<file path="src/rtl/fpu_cmp_pkg.sv">
// Shared types for the FPU compare engine: operand classes, FSM states,
// compare modes and {C3,C2,C0} condition-code encodings.
package fpu_cmp_pkg;

  typedef enum logic [2:0] {
    ZERO,
    DENORM,
    NORMAL,
    INF,
    QNAN,
    SNAN,
    UNSUPPORTED
  } cls_e;

  typedef enum logic [1:0] {
    ST_IDLE,
    ST_CLASSIFY,
    ST_COMPARE,
    ST_DONE
  } state_e;

  localparam logic [1:0] CMP_FCOM  = 2'd0;
  localparam logic [1:0] CMP_FUCOM = 2'd1;
  localparam logic [1:0] CMP_FTST  = 2'd2;

  // Packed as {C3, C2, C0}
  localparam logic [2:0] CC_GT = 3'b000;
  localparam logic [2:0] CC_LT = 3'b001;
  localparam logic [2:0] CC_EQ = 3'b100;
  localparam logic [2:0] CC_UN = 3'b111;

  function automatic logic is_nan(input cls_e c);
    return (c == QNAN) || (c == SNAN);
  endfunction

endpackage

</file>
<file path="src/rtl/fpu_cmp_classify.sv">
// Combinational operand classifier. With FPU_CMP_UNNORMAL_EN defined and an
// explicit integer bit, unnormals and pseudo-NaN/INF classify as UNSUPPORTED.
module fpu_cmp_classify
  import fpu_cmp_pkg::*;
#(
  parameter int EXP_W        = 15,
  parameter int MAN_W        = 64,
  parameter int EXPLICIT_INT = 1
) (
  input  logic [EXP_W-1:0] exp,
  input  logic [MAN_W-1:0] man,
  output cls_e             cls
);

  // The explicit integer bit is not part of the fraction.
  localparam int FRAC_W = (EXPLICIT_INT != 0) ? MAN_W - 1 : MAN_W;

  logic [FRAC_W-1:0] frac;
  logic              exp_ones;
  logic              exp_zero;

  assign frac     = man[FRAC_W-1:0];
  assign exp_ones = &exp;
  assign exp_zero = ~|exp;

`ifndef FPU_CMP_UNNORMAL_EN
  logic unused_int_bit;
  assign unused_int_bit = man[MAN_W-1];
`endif

  always_comb begin
    cls = NORMAL;
    if (exp_ones) begin
      if (frac == '0)             cls = INF;
      else if (frac[FRAC_W-1])    cls = QNAN;
      else                        cls = SNAN;
    end else if (exp_zero) begin
      if (frac == '0)             cls = ZERO;
      else                        cls = DENORM;
    end
`ifdef FPU_CMP_UNNORMAL_EN
    if ((EXPLICIT_INT != 0) && !exp_zero && !man[MAN_W-1]) cls = UNSUPPORTED;
`endif
  end

endmodule

</file>
<file path="src/rtl/fpu_compare_unit.sv">
// Multi-cycle x87 compare engine (FCOM/FUCOM/FTST): IDLE -> CLASSIFY -> COMPARE -> DONE.
// Optional FPU_CMP_UNNORMAL_EN rejects unnormal / pseudo-special operands.
module fpu_compare_unit
  import fpu_cmp_pkg::*;
#(
  parameter int EXP_W        = 15,
  parameter int MAN_W        = 64,
  parameter int EXPLICIT_INT = 1,
  parameter int W            = 1 + EXP_W + MAN_W
) (
  input  logic         clk,
  input  logic         reset_n,
  input  logic         start,
  input  logic [1:0]   mode,
  input  logic [W-1:0] operand_a,
  input  logic [W-1:0] operand_b,
  input  logic         flush,
  output logic         ready,
  output logic         done,
  output logic         cc_c3,
  output logic         cc_c2,
  output logic         cc_c0,
  output logic         invalid,
  output logic         denormal,
  output state_e       state_dbg
);

  // Handshake: start is taken only in a cycle where ready=1 and flush=0;
  // done is a single-cycle pulse and the result outputs hold until the next result.

  state_e       state, next_state;
  logic [1:0]   mode_q;
  logic [W-1:0] a_q, b_q;
  cls_e         cls_a_c, cls_b_c, cls_a, cls_b;
  logic [2:0]   cc_q, cc_c;
  logic         inv_q, inv_c, den_q, den_c;
  logic         accept;

  fpu_cmp_classify #(.EXP_W(EXP_W), .MAN_W(MAN_W), .EXPLICIT_INT(EXPLICIT_INT)) u_cls_a (
    .exp (a_q[W-2:MAN_W]),
    .man (a_q[MAN_W-1:0]),
    .cls (cls_a_c)
  );

  fpu_cmp_classify #(.EXP_W(EXP_W), .MAN_W(MAN_W), .EXPLICIT_INT(EXPLICIT_INT)) u_cls_b (
    .exp (b_q[W-2:MAN_W]),
    .man (b_q[MAN_W-1:0]),
    .cls (cls_b_c)
  );

  assign accept = (state == ST_IDLE) && start && !flush;

  always_ff @(posedge clk or negedge reset_n) begin
    if (!reset_n) state <= ST_IDLE;
    else          state <= next_state;
  end

  always_comb begin
    next_state = state;
    case (state)
      ST_IDLE:     if (start && !flush) next_state = ST_CLASSIFY;
      ST_CLASSIFY: next_state = flush ? ST_IDLE : ST_COMPARE;
      ST_COMPARE:  next_state = flush ? ST_IDLE : ST_DONE;
      ST_DONE:     next_state = ST_IDLE;
      default:     next_state = ST_IDLE;
    endcase
  end

  always_comb begin
    ready     = (state == ST_IDLE);
    done      = (state == ST_DONE);
    state_dbg = state;
  end

  // Compare on registered operands/classes; zero-class magnitudes count as 0.
  logic         sign_a, sign_b, unordered, nan_any, snan_any, unsup_any;
  logic [W-2:0] mag_a, mag_b;

  always_comb begin
    sign_a    = a_q[W-1];
    sign_b    = b_q[W-1];
    mag_a     = (cls_a == ZERO) ? '0 : a_q[W-2:0];
    mag_b     = (cls_b == ZERO) ? '0 : b_q[W-2:0];
    nan_any   = is_nan(cls_a) || is_nan(cls_b);
    snan_any  = (cls_a == SNAN) || (cls_b == SNAN);
    unsup_any = (cls_a == UNSUPPORTED) || (cls_b == UNSUPPORTED);
    unordered = nan_any || unsup_any;

    cc_c = CC_EQ;
    if (unordered)                           cc_c = CC_UN;
    else if (cls_a == ZERO && cls_b == ZERO) cc_c = CC_EQ;
    else if (sign_a != sign_b)               cc_c = sign_a ? CC_LT : CC_GT;
    else if (mag_a == mag_b)                 cc_c = CC_EQ;
    else if ((mag_a > mag_b) ^ sign_a)       cc_c = CC_GT;
    else                                     cc_c = CC_LT;

    inv_c = unsup_any || ((mode_q == CMP_FUCOM) ? snan_any : nan_any);
    den_c = ((cls_a == DENORM) || (cls_b == DENORM)) && !unordered;
  end

  always_ff @(posedge clk or negedge reset_n) begin
    if (!reset_n) begin
      mode_q <= CMP_FCOM;
      a_q    <= '0;
      b_q    <= '0;
      cls_a  <= ZERO;
      cls_b  <= ZERO;
      cc_q   <= CC_GT;
      inv_q  <= 1'b0;
      den_q  <= 1'b0;
    end else begin
      if (accept) begin
        mode_q <= mode;
        a_q    <= operand_a;
        b_q    <= (mode == CMP_FTST) ? '0 : operand_b;
      end
      if (state == ST_CLASSIFY) begin
        cls_a <= cls_a_c;
        cls_b <= cls_b_c;
      end
      if (state == ST_COMPARE && !flush) begin
        cc_q  <= cc_c;
        inv_q <= inv_c;
        den_q <= den_c;
      end
    end
  end

  assign cc_c3    = cc_q[2];
  assign cc_c2    = cc_q[1];
  assign cc_c0    = cc_q[0];
  assign invalid  = inv_q;
  assign denormal = den_q;

endmodule

</file>
<file path="config.mk">
export PLATFORM = sky130hd
export DESIGN_NAME = fpu_compare_unit
export DESIGN_NICKNAME = d
export VERILOG_FILES = /design/src/rtl/fpu_cmp_pkg.sv /design/src/rtl/fpu_cmp_classify.sv /design/src/rtl/fpu_compare_unit.sv
export SDC_FILE = /design/constraint.sdc
export NUM_CORES = 1
export LEC_CHECK = 0
export CAP_MARGIN = 20
export CORE_UTILIZATION = 50
export CTS_CLUSTER_DIAMETER = 30
export CTS_CLUSTER_SIZE = 25
export DETAILED_ROUTE_END_ITERATION = 7
export GPL_ROUTABILITY_DRIVEN = 0
export HOLD_SLACK_MARGIN = 0.05
export PLACE_DENSITY = 0.74
export SYNTH_ARGS = -nofsm -noshare
export SYNTH_HDL_FRONTEND = slang
export SYNTH_HIERARCHICAL = 1
export SYNTH_SLANG_ARGS = --single-unit
</file>
<file path="constraint.sdc">
create_clock -name clk -period 5.7 [get_ports clk]
set_input_delay 0.855 -clock clk [delete_from_list [all_inputs] [get_ports clk]]
set_output_delay 0.855 -clock clk [all_outputs]
set_load 0.02 [all_outputs]
</file>
==> Word-level counts from Yosys, hierarchy flattened <==
Index checks and enable logic that the tools add are counted.
{ "word_totals": {"reg_bits": 175, "in_bits": 166, "wordCells": 76, "output_inout_bits": 9} }
{ "op_classes": {"magnitude_cmp": 1, "muxes": 24, "n_eq_ne": 16, "n_bitwise": 1, "reduce_logical": 25} }
{ "op_table": {"columns": ["operator", "count"], "rows": [
  ["2-to-1 mux 79 bit", 2],
  ["zero test 63 bit", 2],
  ["2-to-1 mux 80 bit", 1],
  ["equality test 79 bit", 1],
  ["greater-than comparator 79 bit", 1],
  ["2-to-1 mux 3 bit", 10],
  ["AND reduction 15 bit", 2],
  ["OR reduction 15 bit", 2],
  ["equality test 3 bit, second input constant", 6],
  ["logical OR 1 bit", 8],
  ["case mux 2 bit (4 select lines)", 1],
  ["2-to-1 mux 1 bit", 7],
  ["equality test 2 bit, second input constant", 3],
  ["equality test 3 x 1 -> 1 bit, second input constant", 2],
  ["logical AND 1 bit", 6],
  ["zero test 3 bit", 2],
  ["2-to-1 mux 2 bit", 3],
  ["equality test 2 x 1 -> 1 bit, second input constant", 2],
  ["zero test 1 bit", 2],
  ["zero test 2 bit", 1],
  ["inequality test 2 x 1 -> 1 bit, second input constant", 1],
  ["inequality test 1 bit", 1],
  ["bitwise XOR 1 bit", 1]
]} }

==> Depth between registers and ports, before layout <==
Gate-level depths: netlist of the first run.
{ "logic_depth": {"word_depth": 9, "depth_mapped": 14} }

==> By module <==
Netlist of the first run, hierarchy kept.
{ "by_module_without_submodules": {"columns": ["module", "instances", "cells_per_inst", "area_per_inst_um2", "seq_area_each_um2"], "rows": [
  ["fpu_compare_unit", 1, 1141, 9414.0, 4379.2],
  ["fpu_cmp_classify", 2, 34, 221.5, 0.0]
]} }

==> Worst setup path after synthesis of the first run <==
No wires, ideal clock.
{ "synth_path": {"kind": "register -> register", "startpoint": "register cls_b[0]", "endpoint": "register cc_q[0]", "slack_ps": 2719, "setup_ps": 124, "required_time_ps": 5576, "t_arrival_ps": 2857, "n_path_buf": 3, "stages_incl_launch_ff": 15, "synth_period_minus_slack_ps": 2981, "cell_sequence": "dfrtp_1 > or3_1 > clkbuf_1 > clkbuf_1 > buf_1 > nand2_1 > ha_1 > nand4_1 > nor3_1 > nand4_1 > nor4_2 > nor3_1 > nand2_1 > mux2i_1 > or2_1"} }
{ "synth_via": {"elab_chain_cells": 9, "elab_cells_between_ends": 18, "classes_between": "order compare: 1; eq/ne: 4; mux: 6; bitwise: 1; reduce/logical: 6"} }
{ "synth_rtl": {"columns": ["item", "line", "text"], "rows": [
  ["start: declaration", "fpu_compare_unit.sv:34", "cls_e cls_a_c, cls_b_c, cls_a, cls_b;"],
  ["start signal: assignment", "fpu_compare_unit.sv:119", "cls_b <= cls_b_c;"],
  ["zero test 3 bit", "fpu_compare_unit.sv:83, fpu_compare_unit.sv:91", null],
  ["2-to-1 mux 79 bit", "fpu_compare_unit.sv:83", "mag_b = (cls_b == ZERO) ? '0 : b_q[W-2:0];"],
  ["greater-than comparator 79 bit", "fpu_compare_unit.sv:94", "else if ((mag_a > mag_b) ^ sign_a) cc_c = CC_GT;"],
  ["bitwise XOR 1 bit", "fpu_compare_unit.sv:94", null],
  ["2-to-1 mux 1 bit", "fpu_compare_unit.sv:94", null],
  ["2-to-1 mux 3 bit", "fpu_compare_unit.sv:93", "else if (mag_a == mag_b) cc_c = CC_EQ;"],
  ["2-to-1 mux 3 bit", "fpu_compare_unit.sv:92", "else if (sign_a != sign_b) cc_c = sign_a ? CC_LT : CC_GT;"],
  ["2-to-1 mux 3 bit", "fpu_compare_unit.sv:91", "else if (cls_a == ZERO && cls_b == ZERO) cc_c = CC_EQ;"],
  ["2-to-1 mux 3 bit (*)", "fpu_compare_unit.sv:90", "if (unordered) cc_c = CC_UN;"],
  ["end signal: assignment", "fpu_compare_unit.sv:108", "cc_q <= CC_GT;"],
  ["end signal: assignment", "fpu_compare_unit.sv:122", "cc_q <= cc_c;"],
  ["end: declaration", "fpu_compare_unit.sv:35", "logic [2:0] cc_q, cc_c;"]
]} }
Every way passes the cells marked *; elsewhere a longest branch is shown, timed or not.
A chain may end at the register's enable or synchronous reset.

==> Final worst setup path of the first run <==
Same ends and word-level chain as after synthesis.

==> metrics.yaml, run 1 <==
cpLargestDelayFamily: "simple AND/OR/NAND/NOR gates"
cp_num_buf_inv: 1
initial_core_util_pct: 51.83
ctsHoldBuffers: 0
synthesis.nets: 1454
synth_warnings: 6
end_kind: "flip-flop"
grt_antenna_before_repair: 0
htreeDepth: 4
clock_latency_ns: 0.43
final_hold_viol_count: 0
p_leak_nw: 5.989
first_pass_iters: 5
ctsResizeCount: 0
dieArea_um2: 20280
vias_per_cell: 5.441
setup-violations-final: 0
post-cts-setup-buffers: 0
drive_gt1_share_pct: 4.790
grtUsageMet1_pct: 38.86
numCtsBuffers: 17
ys_types: 48
diodes: 0
regToRegSetupSlack_ns: 2.00
grt_max_degree: 165
grt_pass1_wl_um: 43080
first_iter_violations: 622
r2r-start: "cls_b[0]"
slew_violations: 0
startpoint_type: "flip-flop"
cellPowerDensity_nw_per_um2: 370.8
fin_crit_sh_pct: 64.83
clock_skew_ns: 0.01016
die_width_um: 142.4
slew-limit-headroom_pct: 40.52
startpoint: "cls_b[0]"
vias: 8798
detailed_place_hpwl_um: 18520
grt_use_met2_pct: 41.62
min_period_ns: 3.695
worstPathArrival_ns: 4.01
pin_count: 175
crit_end: "cc_q[0]"
cts_max_path_buffers: 2
total_power_mw: 4.589
grt-ovfl-total: 0
drt-wirelength-per-cell_um: 16.24
final_nets: 1590
remaining_drc_errors: 0
cts_tree: "done"
ir_worst_vdd_mv: 0.2363
tightest_slew_ns: 0.8798
coreArea_um2: 19020
slowest_delay_ns: 0.73
synthCells: 1209
die_y_um: 142.4
max_cap_viol_count: 0
rsz0062_at_grt: "no"
ys_seq_area_share_pct: 44.43
r2r_end: "cc_q[0]"
grt_pass1_vias: 8584
cts.sinks: 175
cp_max_fo: 49
tns_ns: 0
ff2ff_path_depth: 12
ys_ff_latch: 175
met3_usage_pct: 4.610
worstPathRequired_ns: 6.01
path_class: "reg -> reg"
crit_chain: "or3_2 > buf_4 > nand2_1 > ha_1 > nand4_1 > nor4_1 > nand2_1 > nor2_1 > a21oi_1 > a21oi_1 > mux2i_1 > or2_1"
num_rows: 50
io_buffers: 174
drt_wl_total_um: 26260
holdCritPathClass: "in -> async"
area_growth_pct: 25.57
critPathSlowestCell: "or3_2"
synth_area_um2: 9857
grt_busiest_layer: "met2"
root_buffer: "clkbuf_16"
ant_nets: 0
max_clock_freq_mhz: 270.6
status: "finished, final reports clean"
syn_area_per_cell_um2: 8.153
cp.depth: 12
clk_pin_slew_worst_paths_ns: 0.07
grt_use_total_pct: 27.24
[logic make-up after synthesis]
| logic type | synth area share, % |
|---|---|
| AOI/OAI and AO/OA | 4.875 |
| adders and majority gates | 10.03 |
| buffers and inverters | 2.577 |
| DFF | 44.43 |
| muxes | 0.7870 |
| and+or+nand+nor | 37.31 |
[where the power goes]
group	switching, mW	internal, mW
clock	0.491	0.683
combinational	0.835	0.714
sequential	0.320	1.55
[metal layers]
| metal | vias to the layer above | wire (um) |
|---|---|---|
| met5 | - | 0 |
| li1 | 4338 | - |
| met2 | 264 | 11700 |
| met4 | 0 | 684 |
| met3 | 45 | 1516 |
| met1 | 4151 | 12360 |
[worst register-to-register path, delay by kind of cell (launching register included)]
family / cells / cell delay, ns
adders and majority gates: 1 / 0.33
and+or+nand+nor: 7 / 1.97
muxes: 1 / 0.09
DFF: 1 / 0.46
AOI/OAI and AO/OA: 2 / 0.25
buffers and inverters: 1 / 0.48
[flip-flops by register name, indices dropped and copies added, names as in the netlist]
signal and count:
denormal 1, cls_b 3, state_dbg 2, cls_a 3, invalid 1, b_q 80, a_q 80, mode_q 2
cc_q 3
[Yosys cell counts, drive strengths merged]
cell type    n  share of area [%]
and3         1              0.064
a21o         4               0.30
o311a        1               0.11
clkbuf      58                2.2
nand3       91                4.6
a31oi        2               0.13
nand2b       5               0.39
or2          1              0.064
or4          2               0.15
dfrtp      175                 44
nor3        12               0.71
nor2b        4               0.25
buf          6               0.29
nor4b        2               0.18
or3          2               0.13
a2111o       1               0.11
ha          79                 10
o221ai       1              0.089
inv          2              0.076
nor2        20               0.79
a41oi        1              0.089
o21ai       14               0.71
o22ai        5               0.32
a221oi       3               0.27
nand4       30                2.1
and2        80                5.1
a21oi       33                1.7
and4         1              0.089
a211oi       6               0.51
o21bai       1              0.076
nand3b       2               0.15
nor4        42                3.1
nand2      509                 19
mux2i        1               0.10
mux2         6               0.69
a22oi        1              0.076
o21a         4               0.30
a221o        1               0.10
[cells in the final DEF, fill, tap and decap left out, types with 3 or more instances in the layout]
cell and count:
nand2_1 508, dfrtp_1 175, nor3_1 10, mux2_2 6
clkinv_4 3, nor4_2 5, nand2b_1 3, buf_12 3
and2_1 80, nor4_1 36, clkbuf_8 3, o21ai_0 12
a21oi_1 33, ha_1 79, nor2_1 19, nand4_2 3
o22ai_1 5, clkbuf_16 17, a211oi_1 5, a21o_1 4
o21a_1 4, nand4_1 27, inv_6 3, nor2b_1 4
nand3_1 91, buf_4 4, clkdlybuf4s50_1 173, a221oi_1 3
[how the worst min path moves through the flow]
stage | from | end | slack (ns) | cells past startpoint
after floorplan | a_q[63] | a_q[63] | 0.44 | 2
after CTS | reset_n | b_q[30] | 0.44 | 1
after detailed placement | b_q[63] | b_q[63] | 0.46 | 2
after global placement | b_q[63] | b_q[63] | 0.45 | 2
final | reset_n | a_q[29] | 0.42 | 1
after global routing | reset_n | a_q[29] | 0.46 | 1
[stage by stage]
step	hold slack, ns	utilization (%)	worst slack, ns	area (um2)	cells
floorplan	0.4374	-	2.719	9857	1209
global route	0.4596	65.08	1.728	12380	1617
CTS	0.4396	64.97	1.785	12360	1616
global placement	0.4526	61.84	2.020	11760	1585
detailed placement	0.4565	61.84	1.806	11760	1585
finish	0.4216	65.08	2.005	12380	1617
[final cells by class]
| cell class | instances | area, um2 |
|---|---|---|
| Clock buffer | 20 | 466.7 |
| Clock inverter | 11 | 130.1 |
| Fill cell | 1665 | 6641 |
| Inverter | 2 | 7.507 |
| Multi-Input combinational cell | 968 | 5235 |
| Sequential cell | 175 | 4379 |
| Tap cell | 260 | 325.3 |
| Timing Repair Buffer | 181 | 1833 |
Power figures use the tool's default switching activity.
==> run 2: changes to the inputs <==
--- a/config.mk
+++ b/config.mk
@@ -6,13 +6,13 @@
 export NUM_CORES = 1
 export LEC_CHECK = 0
 export CAP_MARGIN = 20
-export CORE_UTILIZATION = 50
+export CORE_UTILIZATION = 48
 export CTS_CLUSTER_DIAMETER = 30
 export CTS_CLUSTER_SIZE = 25
 export DETAILED_ROUTE_END_ITERATION = 7
 export GPL_ROUTABILITY_DRIVEN = 0
 export HOLD_SLACK_MARGIN = 0.05
-export PLACE_DENSITY = 0.74
+export PLACE_DENSITY = 0.75
 export SYNTH_ARGS = -nofsm -noshare
 export SYNTH_HDL_FRONTEND = slang
 export SYNTH_HIERARCHICAL = 1
==> constraint.sdc (replaced) <==
create_clock -name clk -period 3.3 [get_ports clk]
set_input_delay 0.495 -clock clk [delete_from_list [all_inputs] [get_ports clk]]
set_output_delay 0.495 -clock clk [all_outputs]
set_load 0.02 [all_outputs]
==> run 2 against run 1 <==
  * Worst setup slack worse by 1.8 ns
  * Wire length is 4.1% higher
  * Via count up 2.5%
  * Die area is 4.1% higher
  * Clock-buffer cell count is 2 lower
  * Register-to-register slack lost 1.8 ns
  * Critical path type unchanged
==> metrics.yaml, run 2 (same netlist as run 1, synthesis figures left out) <==
root_buffer: "clkbuf_16"
cts.sinks: 175  # unchanged
top_regs: "a_q x80, b_q x80"
cp_max_fo: 42  # -14%
final_hold_viol_count: 0  # unchanged
ff2ff_path_depth: 12  # unchanged
clk_pin_slew_worst_paths_ns: 0.07  # about the same
holdWs_ns: 0.05350  # -0.3681 ns
first_iter_violations: 686  # +10%
diodes: 0  # unchanged
dieArea_um2: 21110  # +4.1%
grt_pass1_wl_um: 44550  # +3.4%
total_power_mw: 8.119  # +77%
fin_crit_sh_pct: 94.27  # +29 points
detailed_place_hpwl_um: 19540  # +5.5%
grt_max_degree: 123  # -25%
cp.depth: 12  # unchanged
tightest_slew_ns: 0.7571  # -0.1227 ns
drive_gt1_share_pct: 5.775  # +0.98 points
coreArea_um2: 20170  # +6.1%
vias_per_cell: 5.504  # +1.2%
layout_commonest_cell: "nand2_1"
htreeDepth: 4  # unchanged
grt_use_total_pct: 26.51  # -0.73 points
max_cap_viol_count: 0  # unchanged
grt_pass1_vias: 8674  # +1.0%
drt-wirelength-per-cell_um: 16.69  # +2.8%
die_width_um: 145.3  # +2.0%
ctsHoldBuffers: 0  # unchanged
worstPathArrival_ns: 3.43  # -0.58 ns
vias: 9016  # +2.5%
holdCritPathClass: "in -> async"
cp_num_buf_inv: 1  # unchanged
p_leak_nw: 6.094  # +1.8%
die_y_um: 145.3  # +2.0%
numCtsBuffers: 17  # unchanged
crit_chain: "or3_2 > buf_4 > nand2_1 > ha_1 > nand4_1 > nor3_4 > nand4_1 > nor4_4 > nor3_1 > nand2_1 > mux2i_1 > or2_1"
cpLargestDelayFamily: "simple AND/OR/NAND/NOR gates"
io_buffers: 174  # unchanged
final_nets: 1600  # +0.63%
pin_count: 175  # unchanged
min_period_ns: 3.111  # -0.5847 ns
first_pass_iters: 5  # unchanged
remaining_drc_errors: 0  # unchanged
initial_core_util_pct: 48.87  # -3.0 points
worstPathRequired_ns: 3.62  # -2.39 ns
critPathSlowestCell: "or3_2"
slowest_delay_ns: 0.52  # -0.21 ns
ant_nets: 0  # unchanged
clock_skew_ns: 0.007207  # -0.002953 ns
cts_tree: "done"
ir_worst_vdd_mv: 0.3904  # +65%
setup-violations-final: 0  # unchanged
area_growth_pct: 27.61
fin_cells: 1638  # +1.3%
cellPowerDensity_nw_per_um2: 645.4  # +74%
layout_common_cells: "508 x nand2_1, 175 x dfrtp_1, 173 x clkdlybuf4s50_1"
slew-limit-headroom_pct: 49.53  # +9.0 points
max_clock_freq_mhz: 321.5  # +19%
cts_max_path_buffers: 2  # unchanged
drt_wl_total_um: 27340  # +4.1%
end_kind: "flip-flop"
grt_antenna_before_repair: 0  # unchanged
status: "finished, final reports clean"
num_rows: 52  # +4.0%
grt-ovfl-total: 0  # unchanged
clock_latency_ns: 0.44  # about the same
path_class: "reg -> reg"
place_inst: 1605  # +1.3%
startpoint_type: "flip-flop"
slew_violations: 0  # unchanged
run 2: metrics by stage:
stage	setup slack (ns)	utilization, %	setup TNS (ns)	area [um2]
6_report	0.1892	62.36	0	12580
5_1_grt	-0.001772	62.36	-0.001772	12580
4_1_cts	0.09262	62.03	0	12510
3_5_place_dp	0.06397	58.99	0	11900
3_3_place_gp	0.2088	58.99	0	11900
2_1_floorplan	0.3190	-	0	9857
run 2: worst paths after layout:
kind	start	end	slack, ns
max reg2reg	cls_b[2]	cc_q[0]	0.19
min reg2reg	b_q[50]	b_q[50]	0.50
max	cls_b[2]	cc_q[0]	0.19
min	reset_n	a_q[35]	0.05
max in group asynchronous	reset_n	mode_q[0]	2.50
min in group clk	b_q[50]	b_q[50]	0.50
run 2: area by class of cell:
type | instances | area, um2
Fill cell | 1758 | 7591
Multi-Input combinational cell | 968 | 5283
Sequential cell | 175 | 4379
Timing Repair Buffer | 191 | 1962
Clock buffer | 18 | 429.2
Tap cell | 270 | 337.8
Clock inverter | 14 | 180.2
Inverter | 2 | 7.507
run 2: power by group:
part / switching [mW] / total (mW) / internal, mW
clock: 0.909 / 2.12 / 1.21
sequential: 0.564 / 3.24 / 2.67
combinational: 1.50 / 2.77 / 1.27
total: 2.97 / 8.12 / 5.15
run 2: timing repair:
action | CTS | global route
pin swaps | 0 | 6
resized for setup | 1 | 11
setup endpoints to repair | 1 | 2
cloned | 0 | 0
buffers inserted | 0 | 1
run 2: routing by layer:
layer	share of wire [%]	track usage (%)
met5	0	0
met3	5.3	4.623
met1	46	36.98
met2	46	41.73
met4	2.5	9.263
